==> src/rtl/apb_nslv_master_pkg.sv <==
// Shared types and constants for the N-slave APB master and its address decoder.
package apb_nslv_master_pkg;

  localparam logic [1:0] ST_IDLE   = 2'd0;
  localparam logic [1:0] ST_SETUP  = 2'd1;
  localparam logic [1:0] ST_ACCESS = 2'd2;

  typedef enum logic [1:0] {
    IDLE   = ST_IDLE,
    SETUP  = ST_SETUP,
    ACCESS = ST_ACCESS
  } apb_state_e;

  localparam apb_state_e RST_STATE = IDLE;

  // Slave-index width; a single slave still needs one select bit.
  function automatic int unsigned sel_width(input int unsigned num_slv);
    return (num_slv < 2) ? 1 : $clog2(num_slv);
  endfunction

endpackage

==> src/rtl/apb_nslv_master_addr_decoder.sv <==
// Combinational address decoder: top SEL_W address bits pick the slave; indices >= NUM_SLV are unmapped.
module apb_addr_decoder
  import apb_nslv_master_pkg::*;
#(
  parameter int unsigned ADDR_W  = 9,
  parameter int unsigned NUM_SLV = 4,
  parameter int unsigned SEL_W   = sel_width(NUM_SLV)
) (
  input  logic [ADDR_W-1:0]  addr_i,
  output logic [NUM_SLV-1:0] sel_o,
  output logic [SEL_W-1:0]   idx_o,
  output logic               unmapped_o
);

  logic unused_addr_lo;

  assign idx_o          = addr_i[ADDR_W-1 -: SEL_W];
  assign unused_addr_lo = ^addr_i[ADDR_W-SEL_W-1:0];

  always_comb begin
    sel_o = '0;
    for (int unsigned i = 0; i < NUM_SLV; i++) begin
      if (idx_o == SEL_W'(i)) sel_o[i] = 1'b1;
    end
  end

  assign unmapped_o = ~|sel_o;

endmodule

==> src/rtl/apb_nslv_master.sv <==
// APB master with built-in N-slave decoder: valid/ready request in, one-cycle response pulse out.
// Optional PREADY timeout enabled by defining APB_TIMEOUT_EN.
module apb_nslv_master
  import apb_nslv_master_pkg::*;
#(
  parameter int unsigned ADDR_W      = 9,
  parameter int unsigned DATA_W      = 8,
  parameter int unsigned NUM_SLV     = 4,
  parameter int unsigned TIMEOUT_CYC = 16
) (
  input  logic                      PCLK,
  input  logic                      PRESET,
  input  logic                      req_valid,
  output logic                      req_ready,
  input  logic                      req_write,
  input  logic [ADDR_W-1:0]         req_addr,
  input  logic [DATA_W-1:0]         req_wdata,
  output logic                      rsp_valid,
  output logic [DATA_W-1:0]         rsp_rdata,
  output logic                      rsp_err,
  output logic [NUM_SLV-1:0]        PSEL,
  output logic                      PENABLE,
  output logic                      PWRITE,
  output logic [ADDR_W-1:0]         PADDR,
  output logic [DATA_W-1:0]         PWDATA,
  input  logic [NUM_SLV*DATA_W-1:0] PRDATA,
  input  logic [NUM_SLV-1:0]        PREADY,
  input  logic [NUM_SLV-1:0]        PSLVERR
);

  localparam int unsigned SEL_W = sel_width(NUM_SLV);

  if (NUM_SLV < 2 || TIMEOUT_CYC < 1) begin : g_param_chk
    $error("apb_nslv_master: NUM_SLV must be >= 2 and TIMEOUT_CYC >= 1");
  end

  apb_state_e           state_q, state_d;
  logic [NUM_SLV-1:0]   psel_q, psel_d;
  logic                 penable_q, penable_d;
  logic                 pwrite_q, pwrite_d;
  logic [ADDR_W-1:0]    paddr_q, paddr_d;
  logic [DATA_W-1:0]    pwdata_q, pwdata_d;
  logic [SEL_W-1:0]     idx_q, idx_d;
  logic                 rsp_valid_q, rsp_valid_d;
  logic [DATA_W-1:0]    rsp_rdata_q, rsp_rdata_d;
  logic                 rsp_err_q, rsp_err_d;

  logic [NUM_SLV-1:0]   dec_sel;
  logic [SEL_W-1:0]     dec_idx;
  logic                 dec_unmapped;

  logic [DATA_W-1:0]    rd_sel;
  logic                 rdy_sel;
  logic                 err_sel;

`ifdef APB_TIMEOUT_EN
  localparam int unsigned CNT_W = $clog2(TIMEOUT_CYC + 1);
  logic [CNT_W-1:0] cnt_q, cnt_d;
`endif

  apb_addr_decoder #(
    .ADDR_W  (ADDR_W),
    .NUM_SLV (NUM_SLV),
    .SEL_W   (SEL_W)
  ) u_dec (
    .addr_i     (req_addr),
    .sel_o      (dec_sel),
    .idx_o      (dec_idx),
    .unmapped_o (dec_unmapped)
  );

  // Only the selected slave's PREADY/PSLVERR/PRDATA are observed.
  always_comb begin
    rd_sel  = '0;
    rdy_sel = 1'b0;
    err_sel = 1'b0;
    for (int unsigned i = 0; i < NUM_SLV; i++) begin
      if (idx_q == SEL_W'(i)) begin
        rd_sel  = PRDATA[i*DATA_W +: DATA_W];
        rdy_sel = PREADY[i];
        err_sel = PSLVERR[i];
      end
    end
  end

  always_comb begin
    state_d     = state_q;
    psel_d      = psel_q;
    penable_d   = penable_q;
    pwrite_d    = pwrite_q;
    paddr_d     = paddr_q;
    pwdata_d    = pwdata_q;
    idx_d       = idx_q;
    rsp_valid_d = 1'b0;
    rsp_rdata_d = rsp_rdata_q;
    rsp_err_d   = rsp_err_q;
`ifdef APB_TIMEOUT_EN
    cnt_d       = cnt_q;
`endif
    case (state_q)
      IDLE: begin
        if (req_valid) begin
          paddr_d  = req_addr;
          pwrite_d = req_write;
          pwdata_d = req_wdata;
          if (dec_unmapped) begin
            rsp_valid_d = 1'b1;
            rsp_rdata_d = '0;
            rsp_err_d   = 1'b1;
          end else begin
            state_d = SETUP;
            psel_d  = dec_sel;
            idx_d   = dec_idx;
`ifdef APB_TIMEOUT_EN
            cnt_d   = '0;
`endif
          end
        end
      end
      SETUP: begin
        state_d   = ACCESS;
        penable_d = 1'b1;
      end
      ACCESS: begin
        if (rdy_sel) begin
          state_d     = IDLE;
          psel_d      = '0;
          penable_d   = 1'b0;
          rsp_valid_d = 1'b1;
          rsp_rdata_d = pwrite_q ? '0 : rd_sel;
          rsp_err_d   = err_sel;
        end
`ifdef APB_TIMEOUT_EN
        // Abort on the edge that would make the wait count reach TIMEOUT_CYC.
        else if (cnt_q == CNT_W'(TIMEOUT_CYC - 1)) begin
          state_d     = IDLE;
          psel_d      = '0;
          penable_d   = 1'b0;
          rsp_valid_d = 1'b1;
          rsp_rdata_d = '0;
          rsp_err_d   = 1'b1;
        end else begin
          cnt_d = cnt_q + CNT_W'(1);
        end
`endif
      end
      default: begin
        state_d   = IDLE;
        psel_d    = '0;
        penable_d = 1'b0;
      end
    endcase
  end

  always_ff @(posedge PCLK or posedge PRESET) begin
    if (PRESET) begin
      state_q     <= RST_STATE;
      psel_q      <= '0;
      penable_q   <= 1'b0;
      pwrite_q    <= 1'b0;
      paddr_q     <= '0;
      pwdata_q    <= '0;
      idx_q       <= '0;
      rsp_valid_q <= 1'b0;
      rsp_rdata_q <= '0;
      rsp_err_q   <= 1'b0;
`ifdef APB_TIMEOUT_EN
      cnt_q       <= '0;
`endif
    end else begin
      state_q     <= state_d;
      psel_q      <= psel_d;
      penable_q   <= penable_d;
      pwrite_q    <= pwrite_d;
      paddr_q     <= paddr_d;
      pwdata_q    <= pwdata_d;
      idx_q       <= idx_d;
      rsp_valid_q <= rsp_valid_d;
      rsp_rdata_q <= rsp_rdata_d;
      rsp_err_q   <= rsp_err_d;
`ifdef APB_TIMEOUT_EN
      cnt_q       <= cnt_d;
`endif
    end
  end

  assign req_ready = (state_q == IDLE);
  assign rsp_valid = rsp_valid_q;
  assign rsp_rdata = rsp_rdata_q;
  assign rsp_err   = rsp_err_q;
  assign PSEL      = psel_q;
  assign PENABLE   = penable_q;
  assign PWRITE    = pwrite_q;
  assign PADDR     = paddr_q;
  assign PWDATA    = pwdata_q;

endmodule

==> config.mk <==
export PLATFORM = sky130hd
export DESIGN_NAME = apb_nslv_master
export DESIGN_NICKNAME = d
export VERILOG_FILES = /design/src/rtl/apb_nslv_master_pkg.sv /design/src/rtl/apb_nslv_master_addr_decoder.sv /design/src/rtl/apb_nslv_master.sv
export SDC_FILE = /design/constraint.sdc
export NUM_CORES = 1
export LEC_CHECK = 0
export ABC_AREA = 1
export ABC_CLOCK_PERIOD_IN_PS = 2070
export BUFFER_PORTS_ARGS = -buffer_cell sky130_fd_sc_hd__buf_2
export CAP_MARGIN = 20
export CORE_MARGIN = 5
export CORE_UTILIZATION = 48
export CTS_CLUSTER_SIZE = 25
export DETAILED_ROUTE_END_ITERATION = 6
export PLACE_DENSITY = 0.93
export SLEW_MARGIN = 25
export SYNTH_ARGS = -nofsm -noshare
export SYNTH_HDL_FRONTEND = slang
export SYNTH_SLANG_ARGS = --single-unit
==> constraint.sdc <==
create_clock -name PCLK -period 2.07 [get_ports PCLK]
set_input_delay 0.207 -clock PCLK [delete_from_list [all_inputs] [get_ports PCLK]]
set_output_delay 0.207 -clock PCLK [all_outputs]
set_load 0.03 [all_outputs]
== Yosys cells after proc, flatten, opt, wreduce, memory -nomap -nowiden ==
Index checks and enable logic that the tools add are counted.
Cells by class
  multiply operators: 0
  eq/ne operators: 12
  divide/modulo/power cells: 0
  magnitude comparators: 0
  $add $sub $neg: 0
  shifts and indexed selects: 0
  reduce and logical (&&, ||, !) cells: 11
  bitwise logic cells: 2
  muxes and demuxes: 39
Operators by type and width (count)
  8-bit 2-to-1 mux: 8
  1-bit 2-to-1 mux: 19
  8-bit one-hot mux with 2 select lines: 1
  4-bit 2-to-1 mux: 3
  4-bit one-hot mux with 3 select lines: 1
  2-bit equality test (second input constant): 5
  4-bit AND reduction: 2
  2-bit by 1-bit equality test with 1-bit output (second input constant): 3
  2-bit logical NOT: 3
  2-bit 2-to-1 mux: 3
  2-bit != test (second input constant): 3
  2-bit one-hot mux with 3 select lines: 1
  3-bit AND reduction: 2
  1-bit one-hot mux with 2 select lines: 2
  2-bit AND reduction: 2
  4-bit OR reduction: 1
  1-bit one-hot mux with 3 select lines: 1
  2-bit by 1-bit != test with 1-bit output (second input constant): 1
  1-bit NOT: 2
  2-bit nonzero test: 1
Word-level totals
  bits in read-only memories: 0
  memory bits (writable): 0
  bits in latches: 0
  flip-flop bits (word level): 37
  output and inout bits: 34
  bits of input ports: 61
  memories: 0

== Logic depth before layout (Yosys ltp) ==
  word-level depth: 8
  depth in mapped cells: 9

== By module ==
A second synthesis with hierarchy kept.
Second synthesis, totals
  cell total of the unflattened synthesis: 212
  area, all modules: 1986.9 µm²
Modules (own cells, without submodules)
  apb_nslv_master: area an instance 1934.4 µm², cells an instance 201, sequential area each 925.9 µm², instances 1
  apb_addr_decoder: area an instance 52.6 µm², cells an instance 11, sequential area each 0.0 µm², instances 1

== Least setup slack after synthesis ==
OpenSTA, ideal clock, no wires.
  path kind: register -> register
  from: register state_q[1]
  to: register psel_q[0] (netlist: PSEL[0])
  period minus slack after synthesis: 1384 ps
  required time: 2004 ps
  path slack: 686 ps
  data arrival time: 1318 ps
  stages on the path, launching flop included: 8
  setup time: 66 ps
  cells stage by stage: dfrtp_1 > inv_1 > nand2_2 > inv_1 > nand2_1 > nand3_4 > nand2_1 > nand2_1
Between the ends
  longest elaborated chain between the ends: 3
  elaborated cells between the ends (all ways): 9
  those cells by class: eq/ne: 5; mux: 1; bitwise: 1; reduce/logical: 2
RTL lines
  start, declared: line apb_nslv_master.sv:37  | apb_state_e state_q, state_d;
  start signal, assigned: line apb_nslv_master.sv:171  | state_q <= state_d;
  2-bit logical NOT *
  named net req_ready: line apb_nslv_master.sv:14  | output logic req_ready,
  2-bit by 1-bit != test with 1-bit output (no line) / 2-bit != test (equally long branches)
  4-bit AND reduction (no line)
  end signal, assigned: line apb_nslv_master.sv:172  | psel_q <= psel_d;
  end, declared: line apb_nslv_master.sv:38  | logic [NUM_SLV-1:0] psel_q, psel_d;
The timed path passes the listed nets; every way through them passes the cells marked *.
A chain may end at the register's enable or synchronous reset.

== Worst setup path after layout ==
  from: register idx_q[1]
  to: register rsp_err_q (netlist: rsp_err)
Between the ends
  longest elaborated chain between the ends: 7
  elaborated cells between the ends (all ways): 16
  those cells by class: eq/ne: 4; mux: 10; reduce/logical: 2
RTL lines
  start, declared: line apb_nslv_master.sv:43  | logic [SEL_W-1:0] idx_q, idx_d;
  start signal, assigned: line apb_nslv_master.sv:177  | idx_q <= idx_d;
  2-bit logical NOT: line apb_nslv_master.sv:78  | if (idx_q == SEL_W'(i)) begin
  1-bit 2-to-1 mux (4 in series): line apb_nslv_master.sv:78
  2-bit != test (no line) / 1-bit 2-to-1 mux (equally long branches)
  4-bit AND reduction (no line) / 1-bit one-hot mux with 2 select lines (equally long branches)
  end signal, assigned: line apb_nslv_master.sv:180  | rsp_err_q <= rsp_err_d;
  end, declared: line apb_nslv_master.sv:46  | logic rsp_err_q, rsp_err_d;
Parallel ways exist; a longest one is shown, timed or not. The select of a mux whose other input is x is not followed.

==> metrics.md <==
| Metric | Value |
|---|---|
| Worst hold path class | `in2async` |
| Setup tns final | `0 ns` |
| Die height | `approximately 70 µm` |
| Total number of vias | `1798` |
| Final-report max-slew violation count | `0` |
| Fin crit share | `81.12%` |
| Synth warn | `0` |
| Num CTS Buffers | `5` |
| Nets | `385` |
| Residual DRC | `0` |
| Core area | `3689 µm²` |
| DP Worst Slack | `0.4207 ns` |
| Buffers on Ports | `94` |
| WL final | `around 4600 µm` |
| Total of max-cap violations | `0` |
| Pwr dens | `1572 nW/µm²` |
| Initial DRC Count | `89` |
| Final ANT Viol Nets | `0` |
| Mapped Nets | `287` |
| Wire per inst | `between 10 and 15 µm` |
| Type of origin of the critical path | `flop` |
| DIE WIDTH | `71.90 µm` |
| Least-Margin Pin Slew | `0.5178 ns` |
| DIE AREA | `5170 µm²` |
| Vias per inst | `4.833` |
| DP Area | `2344 µm²` |
| Unique masters post-synth | `26` |
| Mapped Area | `1839 µm²` |
| Worst path required time | `between 2 and 2.5 ns` |
| Syn Area/Cell | `8.138 µm²` |
| Critical-path cell list | `nor2_1 -> nand2_1 -> nand3_2 -> nand3_2 -> nand2_1 -> o21ai_0` |
| Pleak | `0.001441 µW` |
| CTS H-tree lvls | `2` |
| # Post-CTS Setup Buffers | `0` |
| Longest Clk Path Bufs | `2` |
| Max incr delay on CP | `0.57 ns` |
| Area share of the largest cell type after synthesis | `50.34%` |
| Rows | `22` |
| Vias in the first global route | `between 1500 and 2000` |
| Detailed placement HPWL | `3602 µm` |
| Hold Fails Final Rpt | `0` |
| Worst VDD drop | `0.9758 mV` |
| Filler cells | `322` |
| Worst rel slew slack | `65.48%` |
| CTS tree | `yes` |
| Root buf cell | `clkbuf_8` |
| CP arrival | `1.84 ns` |
| Cell taking the most area after synthesis | `dfrtp_1` |
| Layout cells sized above 1 | `37.04%` |
| All-Layer GR Usage | `about a fifth` |
| Overflow after GRT | `0` |
| Nature of the critical path endpoint | `flop` |
| First-pass DRT Iterations | `4` |
| Yosys reg bits | `37` |
| Clock Skew | `0.005700 ns` |
| Worst Path Class, Setup | `reg2reg` |
| Ranking of synthesized cells by area | `dfrtp_1 (50%), nand2_1 (20%), o21ai_0 (5.4%), inv_1 (3.5%), nor2_8 (2.2%)` |
| Clk_lat worst skew | `0.29 ns` |
| Unrepaired setup endpoints after global routing | `no` |
| Register area share after synthesis | `50.34%` |
| CP Max Fanout | `13` |
| Gpl congestion | `0.8553` |
| Area growth syn-to-layout | `32.31%` |
| Post-layout instance area | `about 2400 µm²` |
| Clock Sinks | `37` |
| Number of diodes | `0` |
| Hold_buf cts | `0` |
| Num ports | `95` |
| F_max | `between 0.5 and 0.6 GHz` |
| First-pass GRT wire length | `7569 µm` |
| Fin crit period | `1.679 ns` |
| Final setup margin | `0.3909 ns` |
| Final setup viols | `0` |
| Largest net degree at the start of global routing | `38` |
| Synthesized instance count | `226` |
| Worst-path clk slew | `0.07 ns` |
| Worst path slowest cell | `dfrtp_1` |
| PostCTS Resize Cnt | `0` |
| Initial antenna violation count | `0` |
| Power Total | `3826 µW` |
| Status | `completed` |
| Initial core utilization | `49.86%` |
logic make-up (layout without fill, tap and decap cells):
kind of cell,Yosys count,count (layout),synth area share [%]
and+or+nand+nor,135,135,34.69
buffers and inverters,25,123,6.734
DFF,37,37,50.34
AOI/OAI and AO/OA,29,29,8.232
cells in the final DEF, fill, tap and decap left out:
cell / n
nand2_1: 97
buf_2: 94
dfrtp_1: 37
o21ai_0: 20
inv_1: 17
nor2_1: 10
nor3_1: 6
clkbuf_8: 6
nand3_1: 4
nand4_1: 4
buf_4: 4
nand2_2: 3
o21ai_1: 3
a21oi_1: 3
nand3_2: 2
nor2_8: 2
or2_2: 2
nor2_4: 1
inv_2: 1
or2_4: 1
nand2_4: 1
nand3_4: 1
nand4_4: 1
o22ai_1: 1
a22oi_1: 1
a21boi_0: 1
clkinvlp_4: 1
worst max-delay path: cells and delay by family, from the launching register on:
family | cells | cell delay, ns
DFF | 1 | 0.57
AOI/OAI and AO/OA | 1 | 0.08
and+or+nand+nor | 5 | 0.90
per-stage QoR:
stage                     util, %  cells  hold WS, ns
after global routing        65.98    372      0.06731
after detailed placement    63.53    365       0.3467
after floorplan                 -    226       0.3237
after CTS                   65.98    372      0.02631
final                       65.98    372      0.01502
after global placement      63.53    365       0.3262
worst paths after layout:
| kind | from | endpoint | slack (ns) | depth (start not counted) |
|---|---|---|---|---|
| worst max-delay path | idx_q[1]$_DFFE_PP0P_ | rsp_err$_DFFE_PP0P_ | 0.39 | 6 |
| worst min-delay path | PRESET | PWDATA[4]$_DFFE_PP0P_ | 0.02 | 3 |
| worst max register to register | idx_q[1]$_DFFE_PP0P_ | rsp_err$_DFFE_PP0P_ | 0.39 | 6 |
| worst min register to register | PWDATA[4]$_DFFE_PP0P_ | PWDATA[4]$_DFFE_PP0P_ | 0.47 | 2 |
| max in group asynchronous | PRESET | rsp_rdata[0]$_DFFE_PP0P_ | 1.73 | 3 |
| min in group PCLK | req_addr[6] | PADDR[6]$_DFFE_PP0P_ | 0.11 | 3 |
state kept, by name, indices dropped and copies added, names as in the netlist:
register	flops
rsp_rdata	8
PWDATA	8
rsp_err	1
state_q	2
PENABLE	1
PADDR	9
PWRITE	1
PSEL	4
rsp_valid	1
idx_q	2
metal layers:
layer | GRT usage [%] | vias to the layer above | share of wire, %
li1 | - | 906 | -
met1 | 21.57 | 814 | 39
met2 | 31.43 | 72 | 48
met3 | 7.341 | 6 | 11
met4 | 6.889 | 0 | 1.5
met5 | 0 | - | 0
synthesized netlist by cell type, drive strengths merged:
master  number
nor2        13
dfrtp       37
nand3        7
buf          7
o21ai       23
inv         18
nand2      101
or2          3
a21oi        3
a22oi        1
nor3         6
o22ai        1
a21boi       1
nand4        5
report_power, final:
| part | internal (µW) | total, µW | leakage [µW] | switching, µW |
|---|---|---|---|---|
| logic | 619 | 2060 | 0.000928 | 1440 |
| registers | 1050 | 1260 | 0.000469 | 215 |
| clock network | 263 | 507 | 0.0000433 | 244 |
cell type report:
type	count	area, µm²	share of cell area, %
Sequential cell	37	925.9	38.05
Clock buffer	6	82.58	3.393
Timing Repair Buffer	98	500.5	20.57
Inverter	18	67.56	2.776
Tap cell	48	60.06	2.468
Clock inverter	1	7.507	0.3085
Multi-Input combinational cell	164	789.5	32.44
Note: power is estimated with default switching activity, not from simulation.
